## config.mk

```make
export PLATFORM = sky130hd
export DESIGN_NAME = alu_bist_driver
export DESIGN_NICKNAME = d
export VERILOG_FILES = /design/src/rtl/alu_pkg.sv /design/src/rtl/bist_lfsr32.sv /design/src/rtl/alu_bist_driver.sv
export SDC_FILE = /design/constraint.sdc
export NUM_CORES = 1
export LEC_CHECK = 0
export BUFFER_PORTS_ARGS = -buffer_cell sky130_fd_sc_hd__buf_2
export CORE_MARGIN = 3
export CORE_UTILIZATION = 30
export CTS_CLUSTER_DIAMETER = 50
export DETAILED_ROUTE_END_ITERATION = 6
export HOLD_SLACK_MARGIN = 0.15
export PLACE_DENSITY = 0.52
export SYNTH_ARGS = -nofsm -noshare
export SYNTH_HDL_FRONTEND = slang
export SYNTH_HIERARCHICAL = 1
export SYNTH_SLANG_ARGS = --single-unit
```

## constraint.sdc

```tcl
create_clock -name clk -period 4.02 [get_ports clk]
set_input_delay 0.804 -clock clk [delete_from_list [all_inputs] [get_ports clk]]
set_output_delay 0.804 -clock clk [all_outputs]
set_load 0.05 [all_outputs]
```

## src/rtl/alu_pkg.sv

```systemverilog
// ---------------------------------------------------------------------------
// alu_pkg
//   Shared types and helpers for the ALU self-test logic.
//   - alu_op_e      : ALU opcode encoding (AND/XOR/ADD/SUB)
//   - bist_state_e  : self-test controller states
//   - alu_golden    : reference ALU result, masked to the requested width
//   - lfsr32_next   : one step of the 32-bit Fibonacci LFSR (taps 32,22,2,1)
//   - lfsr32_seed   : seed sanitiser (an all-zero seed would lock the LFSR)
// ---------------------------------------------------------------------------
package alu_pkg;

    typedef enum logic [1:0] {
        ALU_AND = 2'd0,
        ALU_XOR = 2'd1,
        ALU_ADD = 2'd2,
        ALU_SUB = 2'd3
    } alu_op_e;

    typedef enum logic [1:0] {
        IDLE  = 2'd0,
        DRIVE = 2'd1,
        CHECK = 2'd2,
        DONE  = 2'd3
    } bist_state_e;

    // Operands and result are carried in a 16-bit container (the widest legal
    // ALU); bits at and above 'width' are forced to zero.
    function automatic logic [15:0] alu_golden(input alu_op_e     op,
                                               input logic [15:0] a,
                                               input logic [15:0] b,
                                               input int unsigned width);
        logic [15:0] r;
        logic [16:0] mask_w;
        r = '0;
        case (op)
            ALU_AND: r = a & b;
            ALU_XOR: r = a ^ b;
            ALU_ADD: r = a + b;
            ALU_SUB: r = a - b;
            default: r = '0;
        endcase
        mask_w = (17'd1 << width) - 17'd1;
        return r & mask_w[15:0];
    endfunction

    // Shift left, feedback into bit 0 from taps 32,22,2,1.
    function automatic logic [31:0] lfsr32_next(input logic [31:0] s);
        return {s[30:0], s[31] ^ s[21] ^ s[1] ^ s[0]};
    endfunction

    function automatic logic [31:0] lfsr32_seed(input logic [31:0] seed);
        return (seed == 32'd0) ? 32'd1 : seed;
    endfunction

endpackage

```

## src/rtl/bist_lfsr32.sv

```systemverilog
// ---------------------------------------------------------------------------
// bist_lfsr32
//   32-bit Fibonacci LFSR used as the operand source of the ALU self-test.
//   Ports:
//     clk, rst_n  : clock (rising edge), asynchronous active-low reset
//     load        : reload the (sanitised) seed; wins over step
//     step        : advance one LFSR step
//     state       : current 32-bit LFSR state
//     next_ops    : low OPS_W bits of the state after one more step, so the
//                   owner can register the next operands on the same edge
//                   that advances the LFSR
// ---------------------------------------------------------------------------
module bist_lfsr32
    import alu_pkg::*;
#(
    parameter logic [31:0] SEED  = 32'hACE1,
    parameter int          OPS_W = 16
) (
    input  logic             clk,
    input  logic             rst_n,
    input  logic             load,
    input  logic             step,
    output logic [31:0]      state,
    output logic [OPS_W-1:0] next_ops
);

    localparam logic [31:0] SEED_EFF = lfsr32_seed(SEED);

    logic [31:0] next_state;

    assign next_state = lfsr32_next(state);
    assign next_ops   = next_state[OPS_W-1:0];

    always_ff @(posedge clk or negedge rst_n) begin
        if (!rst_n) begin
            state <= SEED_EFF;
        end else if (load) begin
            state <= SEED_EFF;
        end else if (step) begin
            state <= next_state;
        end
    end

endmodule

```

## src/rtl/alu_bist_driver.sv

```systemverilog
// ---------------------------------------------------------------------------
// alu_bist_driver
//   Self-test initiator for an external combinational ALU. Each run walks
//   NUM_VECTORS LFSR operand pairs through all four opcodes, holding every
//   operand set for SETTLE_CYCLES cycles before sampling alu_result and
//   comparing it with the golden model.
//
//   Handshake: start is a one-cycle request, honoured only in IDLE or DONE;
//   abort is synchronous, always honoured and wins over a same-cycle start.
//   There is no back-pressure; done is a level held until start/abort/reset.
//
//   Ports:
//     clk, rst_n   : clock (rising edge), asynchronous active-low reset
//     start, abort : run request / synchronous stop
//     alu_a, alu_b : operands to the ALU (upper/lower WIDTH bits of the LFSR)
//     alu_op       : opcode to the ALU
//     alu_result   : ALU result, sampled in CHECK
//     busy         : high from the first DRIVE through the last CHECK
//     done, pass   : run finished / finished with no mismatch
//     err_count    : saturating mismatch count
//     fail_vec     : vector index of the first mismatch
//     fail_op      : opcode of the first mismatch
//     dbg_state    : controller state
//     dbg_lfsr     : current LFSR state
// ---------------------------------------------------------------------------
module alu_bist_driver
    import alu_pkg::*;
#(
    parameter int          WIDTH         = 8,
    parameter int          NUM_VECTORS   = 16,
    parameter int          SETTLE_CYCLES = 1,
    parameter logic [31:0] SEED          = 32'hACE1,
    parameter int          ERR_W         = 8,
    localparam int         VEC_W         = (NUM_VECTORS > 1) ? $clog2(NUM_VECTORS) : 1
) (
    input  logic             clk,
    input  logic             rst_n,
    input  logic             start,
    input  logic             abort,
    output logic [WIDTH-1:0] alu_a,
    output logic [WIDTH-1:0] alu_b,
    output logic [1:0]       alu_op,
    input  logic [WIDTH-1:0] alu_result,
    output logic             busy,
    output logic             done,
    output logic             pass,
    output logic [ERR_W-1:0] err_count,
    output logic [VEC_W-1:0] fail_vec,
    output logic [1:0]       fail_op,
    output bist_state_e      dbg_state,
    output logic [31:0]      dbg_lfsr
);

    localparam int               SET_W       = (SETTLE_CYCLES > 1) ? $clog2(SETTLE_CYCLES) : 1;
    localparam logic [SET_W-1:0] SETTLE_LAST = SET_W'(SETTLE_CYCLES - 1);
    localparam logic [VEC_W-1:0] VEC_LAST    = VEC_W'(NUM_VECTORS - 1);
    localparam logic [ERR_W-1:0] ERR_MAX     = '1;
    localparam logic [31:0]      SEED_EFF    = lfsr32_seed(SEED);

    bist_state_e          state;
    alu_op_e              op_q;
    logic [VEC_W-1:0]     vec;
    logic [SET_W-1:0]     settle_cnt;
    logic [31:0]          lfsr_state;
    logic [2*WIDTH-1:0]   lfsr_next_ops;
    logic                 accept;
    logic                 lfsr_step;
    logic                 mismatch;
    logic [15:0]          golden;
    logic [ERR_W-1:0]     err_inc;

    // A run (re)starts only from IDLE or DONE, and never when abort is high.
    assign accept    = start && !abort && (state == IDLE || state == DONE);
    // Step only when moving on to the next vector, so the LFSR state always
    // matches the operands on the pins.
    assign lfsr_step = !abort && (state == CHECK) && (op_q == ALU_SUB) && (vec != VEC_LAST);

    bist_lfsr32 #(
        .SEED  (SEED),
        .OPS_W (2 * WIDTH)
    ) u_lfsr (
        .clk      (clk),
        .rst_n    (rst_n),
        .load     (accept),
        .step     (lfsr_step),
        .state    (lfsr_state),
        .next_ops (lfsr_next_ops)
    );

    // Compare in the 16-bit container: golden is already masked and the
    // zero-extended result must match it in every bit.
    assign golden   = alu_golden(op_q, 16'(alu_a), 16'(alu_b), WIDTH);
    assign mismatch = (16'(alu_result) != golden);
    assign err_inc  = (err_count == ERR_MAX) ? err_count : err_count + ERR_W'(1);

    assign alu_op    = op_q;
    assign dbg_state = state;
    assign dbg_lfsr  = lfsr_state;

    always_ff @(posedge clk or negedge rst_n) begin
        if (!rst_n) begin
            state      <= IDLE;
            op_q       <= ALU_AND;
            vec        <= '0;
            settle_cnt <= '0;
            alu_a      <= '0;
            alu_b      <= '0;
            busy       <= 1'b0;
            done       <= 1'b0;
            pass       <= 1'b0;
            err_count  <= '0;
            fail_vec   <= '0;
            fail_op    <= 2'd0;
        end else if (abort) begin
            // Results of the interrupted run stay visible for inspection.
            state <= IDLE;
            busy  <= 1'b0;
            done  <= 1'b0;
            pass  <= 1'b0;
        end else begin
            case (state)
                IDLE, DONE: begin
                    if (start) begin
                        state      <= DRIVE;
                        busy       <= 1'b1;
                        done       <= 1'b0;
                        pass       <= 1'b0;
                        err_count  <= '0;
                        fail_vec   <= '0;
                        fail_op    <= 2'd0;
                        vec        <= '0;
                        op_q       <= ALU_AND;
                        settle_cnt <= '0;
                        alu_a      <= SEED_EFF[2*WIDTH-1:WIDTH];
                        alu_b      <= SEED_EFF[WIDTH-1:0];
                    end
                end

                DRIVE: begin
                    if (settle_cnt == SETTLE_LAST) begin
                        state <= CHECK;
                    end else begin
                        settle_cnt <= settle_cnt + SET_W'(1);
                    end
                end

                CHECK: begin
                    if (mismatch) begin
                        err_count <= err_inc;
                        // err_count never returns to zero within a run, so
                        // zero marks the first mismatch.
                        if (err_count == '0) begin
                            fail_vec <= vec;
                            fail_op  <= op_q;
                        end
                    end
                    settle_cnt <= '0;
                    if (op_q != ALU_SUB) begin
                        op_q  <= alu_op_e'(op_q + 2'd1);
                        state <= DRIVE;
                    end else if (vec != VEC_LAST) begin
                        op_q  <= ALU_AND;
                        vec   <= vec + VEC_W'(1);
                        alu_a <= lfsr_next_ops[2*WIDTH-1:WIDTH];
                        alu_b <= lfsr_next_ops[WIDTH-1:0];
                        state <= DRIVE;
                    end else begin
                        state <= DONE;
                        busy  <= 1'b0;
                        done  <= 1'b1;
                        pass  <= (err_count == '0) && !mismatch;
                    end
                end

                default: state <= IDLE;
            endcase
        end
    end

endmodule
```

## Yosys cells after proc, flatten, opt, wreduce, memory -nomap -nowiden

Cells that the tools add are included.

- Bits in registers: 74
- Output and inout port bits: 69
- Bits of input ports: 12

- Reduce and logical (&&, ||, !) cells: 23
- Multiplexer cells: 51
- Add/sub/neg operators: 6
- Bitwise gates (word level): 6
- Equality and inequality tests: 21

Operators with widths:

| kind | count |
|---|---|
| 2-to-1 mux 8 bit | 9 |
| 2-to-1 mux 32 bit | 2 |
| case mux 8 bit (2 select lines) | 3 |
| case mux 8 bit (4 select lines) | 1 |
| 2-to-1 mux 2 bit | 10 |
| 2-to-1 mux 4 bit | 5 |
| case mux 4 bit (2 select lines) | 2 |
| AND reduction 5 bit | 3 |
| 2-to-1 mux 1 bit | 12 |
| != test 3 bit, second input constant | 4 |
| != test 2 bit, second input constant | 5 |
| adder 8 x 1 -> 8 bit, second input constant | 1 |
| adder 8 bit | 1 |
| AND 8 bit | 1 |
| == test 2 bit, second input constant | 4 |
| == test 8 bit, second input constant | 1 |
| logical NOT 8 bit | 1 |
| != test 8 bit | 1 |
| case mux 2 bit (2 select lines) | 2 |
| AND reduction 4 bit | 2 |
| subtractor 8 bit | 1 |
| bitwise XOR 8 bit | 1 |
| logical AND 1 bit | 6 |
| case mux 1 bit (2 select lines) | 3 |
| 18 further kinds | 26 |

## Depth between registers and ports, before layout

- Depth after elaboration: 9
- Mapped depth: 16
- Depth with buffers taken out: 15

## Modules after synthesis

Netlist, hierarchy kept.

Modules (own cells, without submodules):

| module | cells each | sequential area each (µm²) | area each (µm²) | instances |
|---|---|---|---|---|
| alu_bist_driver | 310 | 1026.0 | 2859.0 | 1 |
| bist_lfsr32 | 122 | 810.8 | 1443.9 | 1 |

## Worst setup path after synthesis

OpenSTA, ideal clock, no wires.

- Path type: register to register
- From: reg op_q[0] (netlist: alu_op[0])
- To: reg pass
- Path slack: -0.062 ns
- Arrival time: 4.004 ns
- Cell stages (with the launch flop): 14
- Buffers on the path: 1
- Clock period less this slack: 4.082 ns
- Cells stage by stage: dfrtp_1 -> ha_1 -> clkbuf_1 -> mux2i_1 -> ha_1 -> nor2b_1 -> o21a_1 -> or3_1 -> nand3_1 -> and3b_1 -> o211ai_1 -> or4_1 -> or4_1 -> a21oi_1

- Word-level cells in the longest chain between the ends: 9
- Elaborated cells between the ends (all ways): 15
- Those cells by class: eq/ne (6); mux (5); reduce/logical (4)

Ends and longest elaborated chain:

| what | line | RTL |
|---|---|---|
| from (decl) | alu_bist_driver.sv:61 | `alu_op_e op_q;` |
| from (signal assigned) | alu_bist_driver.sv:159 | `op_q <= alu_op_e'(op_q + 2'd1);` |
| == test 2 bit (tied with other cells) | alu_pkg.sv:35 | `case (op)` |
| case mux 8 bit (4 select lines) | alu_pkg.sv:35 |  |
| != test 8 bit | alu_bist_driver.sv:93 | `assign mismatch = (16'(alu_result) != golden);` |
| logical NOT 1 bit | alu_bist_driver.sv:171 | `pass <= (err_count == '0) && !mismatch;` |
| logical AND 1 bit | alu_bist_driver.sv:171 |  |
| 2-to-1 mux 1 bit | alu_bist_driver.sv:161 | `end else if (vec != VEC_LAST) begin` |
| 2-to-1 mux 1 bit | alu_bist_driver.sv:158 | `if (op_q != ALU_SUB) begin` |
| case mux 1 bit (2 select lines) | alu_bist_driver.sv:121 | `case (state)` |
| 2-to-1 mux 1 bit | alu_bist_driver.sv:114 | `end else if (abort) begin` |
| to (signal assigned) | alu_bist_driver.sv:171 |  |
| to (decl) | alu_bist_driver.sv:46 | `output logic pass,` |

Several ways; a longest one is shown, not always the timed one. The select of a mux whose other input is x is not followed.
A chain may end at the register's enable or synchronous reset.

## Final worst setup path

- From: reg alu_b[1]
- To: reg pass

- Word-level cells in the longest chain between the ends: 9
- Elaborated cells between the ends (all ways): 12
- Those cells by class: add/sub (2); eq/ne (1); mux (5); bitwise (2); reduce/logical (2)

Ends and longest elaborated chain:

| what | line | RTL |
|---|---|---|
| from (decl) | alu_bist_driver.sv:41 | `output logic [WIDTH-1:0] alu_b,` |
| from (signal assigned) | alu_bist_driver.sv:135 | `alu_b <= SEED_EFF[WIDTH-1:0];` |
| from (signal assigned) | alu_bist_driver.sv:165 | `alu_b <= lfsr_next_ops[WIDTH-1:0];` |
| subtractor 8 bit (tied with other cells) | alu_pkg.sv:39 | `ALU_SUB: r = a - b;` |
| case mux 8 bit (4 select lines) (*) | alu_pkg.sv:35 |  |
| != test 8 bit (*) | alu_bist_driver.sv:93 |  |
| logical NOT 1 bit (*) | alu_bist_driver.sv:171 |  |
| logical AND 1 bit (*) | alu_bist_driver.sv:171 |  |
| 2-to-1 mux 1 bit (*) | alu_bist_driver.sv:161 |  |
| 2-to-1 mux 1 bit (*) | alu_bist_driver.sv:158 |  |
| case mux 1 bit (2 select lines) (*) | alu_bist_driver.sv:121 |  |
| 2-to-1 mux 1 bit (*) | alu_bist_driver.sv:114 |  |

Mark *: on every way between the ends. The rest lies on a longest branch, timed or not. The select of a mux whose other input is x is not followed.

==> impl_table.tex <==
\begin{tabular}{lr}
\hline
Metric & Value \\
\hline
\multicolumn{2}{l}{\textbf{Layout}} \\
Fill cell total of the finished layout & 1407 \\
Footprint of the multi-input gates & approximately 0.0022 sq mm \\
Filler-free cell count of the finished design & 685 \\
Share of layout cells above drive strength 1 & about a quarter \\
Signed area change from the synthesized netlist to the final layout & 21.2\% \\
FF+latch area & 0.00184 sq mm \\
Number of diodes & 0 \\
Final nets & roughly 540 \\
\multicolumn{2}{l}{\textbf{Pwr}} \\
Pwr per Cell Area & 461 mW/mm\^{}2 \\
IR drop worst, VDD & 0.000184 V \\
Leak & 2.38 nW \\
\multicolumn{2}{l}{\textbf{Logic synthesis}} \\
Number of enable flip-flop cells after synthesis & 0 \\
Top cells by instance count after synthesis & sky130\_fd\_sc\_hd\_\_dfrtp\_1 (65), sky130\_fd\_sc\_hd\_\_nor2\_1 (47), sky130\_fd\_sc\_hd\_\_mux2i\_1 (34), sky130\_fd\_sc\_hd\_\_ha\_1 (26), sky130\_fd\_sc\_hd\_\_nand2\_1 (25) \\
Syn. warnings & 6 \\
Largest family of logic cells by synthesized area & compound AO/OA/AOI/OAI gates \\
Adder-cell share of the synthesized area & 8.03\% \\
Post-synthesis share of cell area spent on xor and xnor gates & 3.98\% \\
Most used DFF post-synth & sky130\_fd\_sc\_hd\_\_dfrtp\_1 \\
Area of the mapped netlist & 0.00430 sq mm \\
Portion of netlist area occupied by mux cells & 7.91\% \\
Cell type with the highest aggregate area in the netlist & sky130\_fd\_sc\_hd\_\_dfrtp\_1 \\
Number of instances in the synthesized netlist & 432 \\
Area contributors post-synth & sky130\_fd\_sc\_hd\_\_dfrtp\_1 (38\%), sky130\_fd\_sc\_hd\_\_mux2i\_1 (7.9\%), sky130\_fd\_sc\_hd\_\_ha\_1 (7.6\%) \\
Count of cell types in the netlist & 57 \\
Fraction of the mapped netlist area in compound gates & 15.8\% \\
Most numerous cell in the Yosys netlist & sky130\_fd\_sc\_hd\_\_dfrtp\_1 \\
Share of synthesized cell area in and, or, nand and nor gates & 15.4\% \\
Share of flip-flops with an asynchronous set or reset after synthesis & 100\% \\
Post-synthesis sequential element count & 73 \\
Mean Syn Cell Area & 9.96 sq um \\
Net Count, Synth & 471 \\
Share of the yosys chip area belonging to registers & 42.7\% \\
Share of the synthesized area in the top cell type & 37.8\% \\
\multicolumn{2}{l}{\textbf{Critical path}} \\
Slack of the worst reg-to-reg path & 0.23 ns \\
Worst EP required & $\sim$4.3 ns \\
CP endpoint kind & register \\
Maximum single-stage delay on the critical path & 0.56 ns \\
Critical Path AT & 4.06 ns \\
Sum of buffers and inverters on the critical path & 1 \\
Crit-path leading delay family & simple AND/OR/NAND/NOR gates \\
Worst Setup SP & alu\_b[1] \\
Critical path class & reg -> reg \\
Critical path cell sequence & inv\_1 -> ha\_1 -> nor3b\_4 -> nor2\_1 -> xnor2\_1 -> ha\_1 -> o211a\_1 -> o21a\_1 -> or3\_1 -> nand3\_1 -> and3b\_1 -> o211ai\_1 -> or4\_1 -> or4\_1 -> a21oi\_2 \\
Critical path launch point type & register \\
Startpoint of the worst register-to-register path & alu\_b[1] \\
Highest fanout seen on the critical path & 5 \\
Max stage delay cell, worst path & sky130\_fd\_sc\_hd\_\_or4\_1 \\
\multicolumn{2}{l}{\textbf{STA}} \\
Final period utilization & 94.4\% \\
Slew Limit Headroom & 32.3\% \\
Slew Limit Fails & 0 \\
Worst clock skew on the final layout & 0.0157 ns \\
Post-route minimum period & 3.79 ns \\
Post-route setup slack & roughly 0.23 ns \\
Count of endpoints failing hold in the final timing report & 0 \\
Worst-Margin Slew & 1.01 ns \\
Worst hold slack across all endpoints & 0.513 ns \\
Setup violation total in the final timing report & 0 \\
Max Freq & between 200 and 300 MHz \\
\multicolumn{2}{l}{\textbf{Place}} \\
Last weighted congestion value of the routability-driven placer & $\sim$0.83 \\
Worst-case setup slack after placement & approximately 0.17 ns \\
DP Wirelength & 8.31 mm \\
IO buf count & 80 \\
Post-placement cell count & 668 \\
\multicolumn{2}{l}{\textbf{CTS}} \\
Total clock buffers created by CTS & 9 \\
Clock sink count & 73 \\
Clock tree from TritonCTS & yes \\
Clock slew at the register clock pins of the worst setup and hold paths & roughly 0.06 ns \\
Maximum count of clock buffers along a single path & 2 \\
Cell chosen for the clock root & sky130\_fd\_sc\_hd\_\_clkbuf\_16 \\
Source-to-sink clock delay at the later pin of the worst-skew pair & 0.34 ns \\
CTS H-Tree Depth & 3 \\
Quantity of hold-fixing buffers added after cts & 0 \\
\multicolumn{2}{l}{\textbf{Route}} \\
Antenna Nets Post-Route & 0 \\
Highest metal used & met4 \\
1st-iter DRT viols & between 150 and 200 \\
Detailed-routed wire length on met3 & 614 microns \\
Routed wire length & 11.1 mm \\
First-pass iteration count of the detailed router & 4 \\
\# DRC & 0 \\
Detail-routed via count per cell & 5.06 \\
Routed length per placed instance & 16.1 microns \\
Vias after detailed routing & 3466 \\
Total met2 wirelength after detailed routing & 5.20 mm \\
M1 wire length & 5.17 mm \\
\multicolumn{2}{l}{\textbf{Floorplan}} \\
DIE WIDTH & about 130 microns \\
Rows & 43 \\
Starting Density & a little under a third \\
IO Pins & 81 \\
CORE AREA & 0.0139 sq mm \\
Die Outline Area & 0.0158 sq mm \\
Die height & 126 microns \\
\multicolumn{2}{l}{\textbf{Outcome}} \\
Result of the run & complete, no violations \\
\multicolumn{2}{l}{\textbf{Global routing}} \\
Largest net degree at the start of global routing & 34 \\
Grt total ovfl & 0 \\
Initial antenna violation count & 0 \\
Global-route wire length before repair & approximately 18 mm \\
Via count of the first global-routing pass & 3393 \\
Global router's overall resource usage & 14.1\% \\
\multicolumn{2}{l}{\textbf{Min path}} \\
Startpoint of the worst hold path & fail\_op[1] \\
Classification of the worst-slack hold path & reg -> reg \\
\multicolumn{2}{l}{\textbf{Flow run}} \\
Number of violations of the max-capacitance limit & 0 \\
\hline
\end{tabular}
layer usage:
metal	up-vias	global-route usage [%]
li1	1673	-
met1	1713	19.2
met2	73	22.3
met3	7	3.99
met4	0	3.85
met5	-	0
tightest hold or removal path, delay by kind of cell, from the launching register on:
kind / cells / cell delay [ns]
flip-flops: 1 / 0.37
multiplexers: 1 / 0.06
buffers and inverters: 1 / 0.05
layout make-up:
| cell class | instances | area share [%] |
|---|---|---|
| timing repair buffer | 90 | 9.11 |
| tap | 180 | 4.32 |
| sequential | 73 | 35.3 |
| multi-input combinational | 305 | 42.8 |
| inverter | 21 | 1.51 |
| clock buffer | 11 | 4.46 |
| clock inverter | 5 | 2.47 |
layout by cell type, fill, tap and decap left out, types with 12 or more instances in the layout:
cell / n
sky130_fd_sc_hd__xnor2_1: 12
sky130_fd_sc_hd__dfrtp_1: 62
sky130_fd_sc_hd__ha_1: 26
sky130_fd_sc_hd__nor2_1: 45
sky130_fd_sc_hd__buf_2: 80
sky130_fd_sc_hd__nand2_1: 25
sky130_fd_sc_hd__inv_1: 21
sky130_fd_sc_hd__mux2i_1: 33
sky130_fd_sc_hd__o21ai_0: 14
sky130_fd_sc_hd__a21oi_1: 13
flip-flops by register name, indices dropped and copies added, names as in the netlist:
name / flops
busy: 1
fail_op: 2
done: 1
vec: 4
alu_a: 8
alu_b: 8
u_lfsr/state: 32
dbg_state: 2
fail_vec: 4
alu_op: 2
pass: 1
err_count: 8
cells by family (layout without fill, tap and decap cells):
| kind of cell | Yosys count | in the layout |
|---|---|---|
| and+or+nand+nor | 135 | 135 |
| AOI/OAI and AO/OA | 91 | 91 |
| DFF | 73 | 73 |
| buffers and inverters | 54 | 127 |
| muxes | 34 | 34 |
| adders and majority gates | 27 | 27 |
| xor gates and xnor gates | 18 | 18 |
final timing paths:
| path | cells past startpoint | endpoint |
|---|---|---|
| setup / recovery | 15 | pass |
| hold / removal | 2 | fail_op[1] |
| setup reg to reg | 15 | pass |
| hold reg to reg | 2 | fail_op[1] |
| max in group asynchronous | 2 | u_lfsr/state[7] |
| min in group asynchronous | 1 | u_lfsr/state[18] |
stage by stage:
step	total power [mW]	area [sq um]	utilization [%]	TNS [ns]
6_report	2.40	5220	37.4	0
5_1_grt	2.53	5220	37.4	-0.0175
4_1_cts	2.43	5180	37.2	0
3_5_place_dp	1.44	4820	34.6	0
3_3_place_gp	1.44	4820	34.6	0
2_1_floorplan	1.26	4310	-	0
report_power, final:
part / internal (mW) / switching [mW]
sequential: 0.763 / 0.0335
combinational: 0.190 / 0.442
clock: 0.671 / 0.304
what timing repair did:
action / in CTS / in global routing
endpoints found under the setup margin: 0 / 15
setup buffers: 0 / 1
gates resized for setup: 0 / 6
Power figures use the tool's default switching activity.
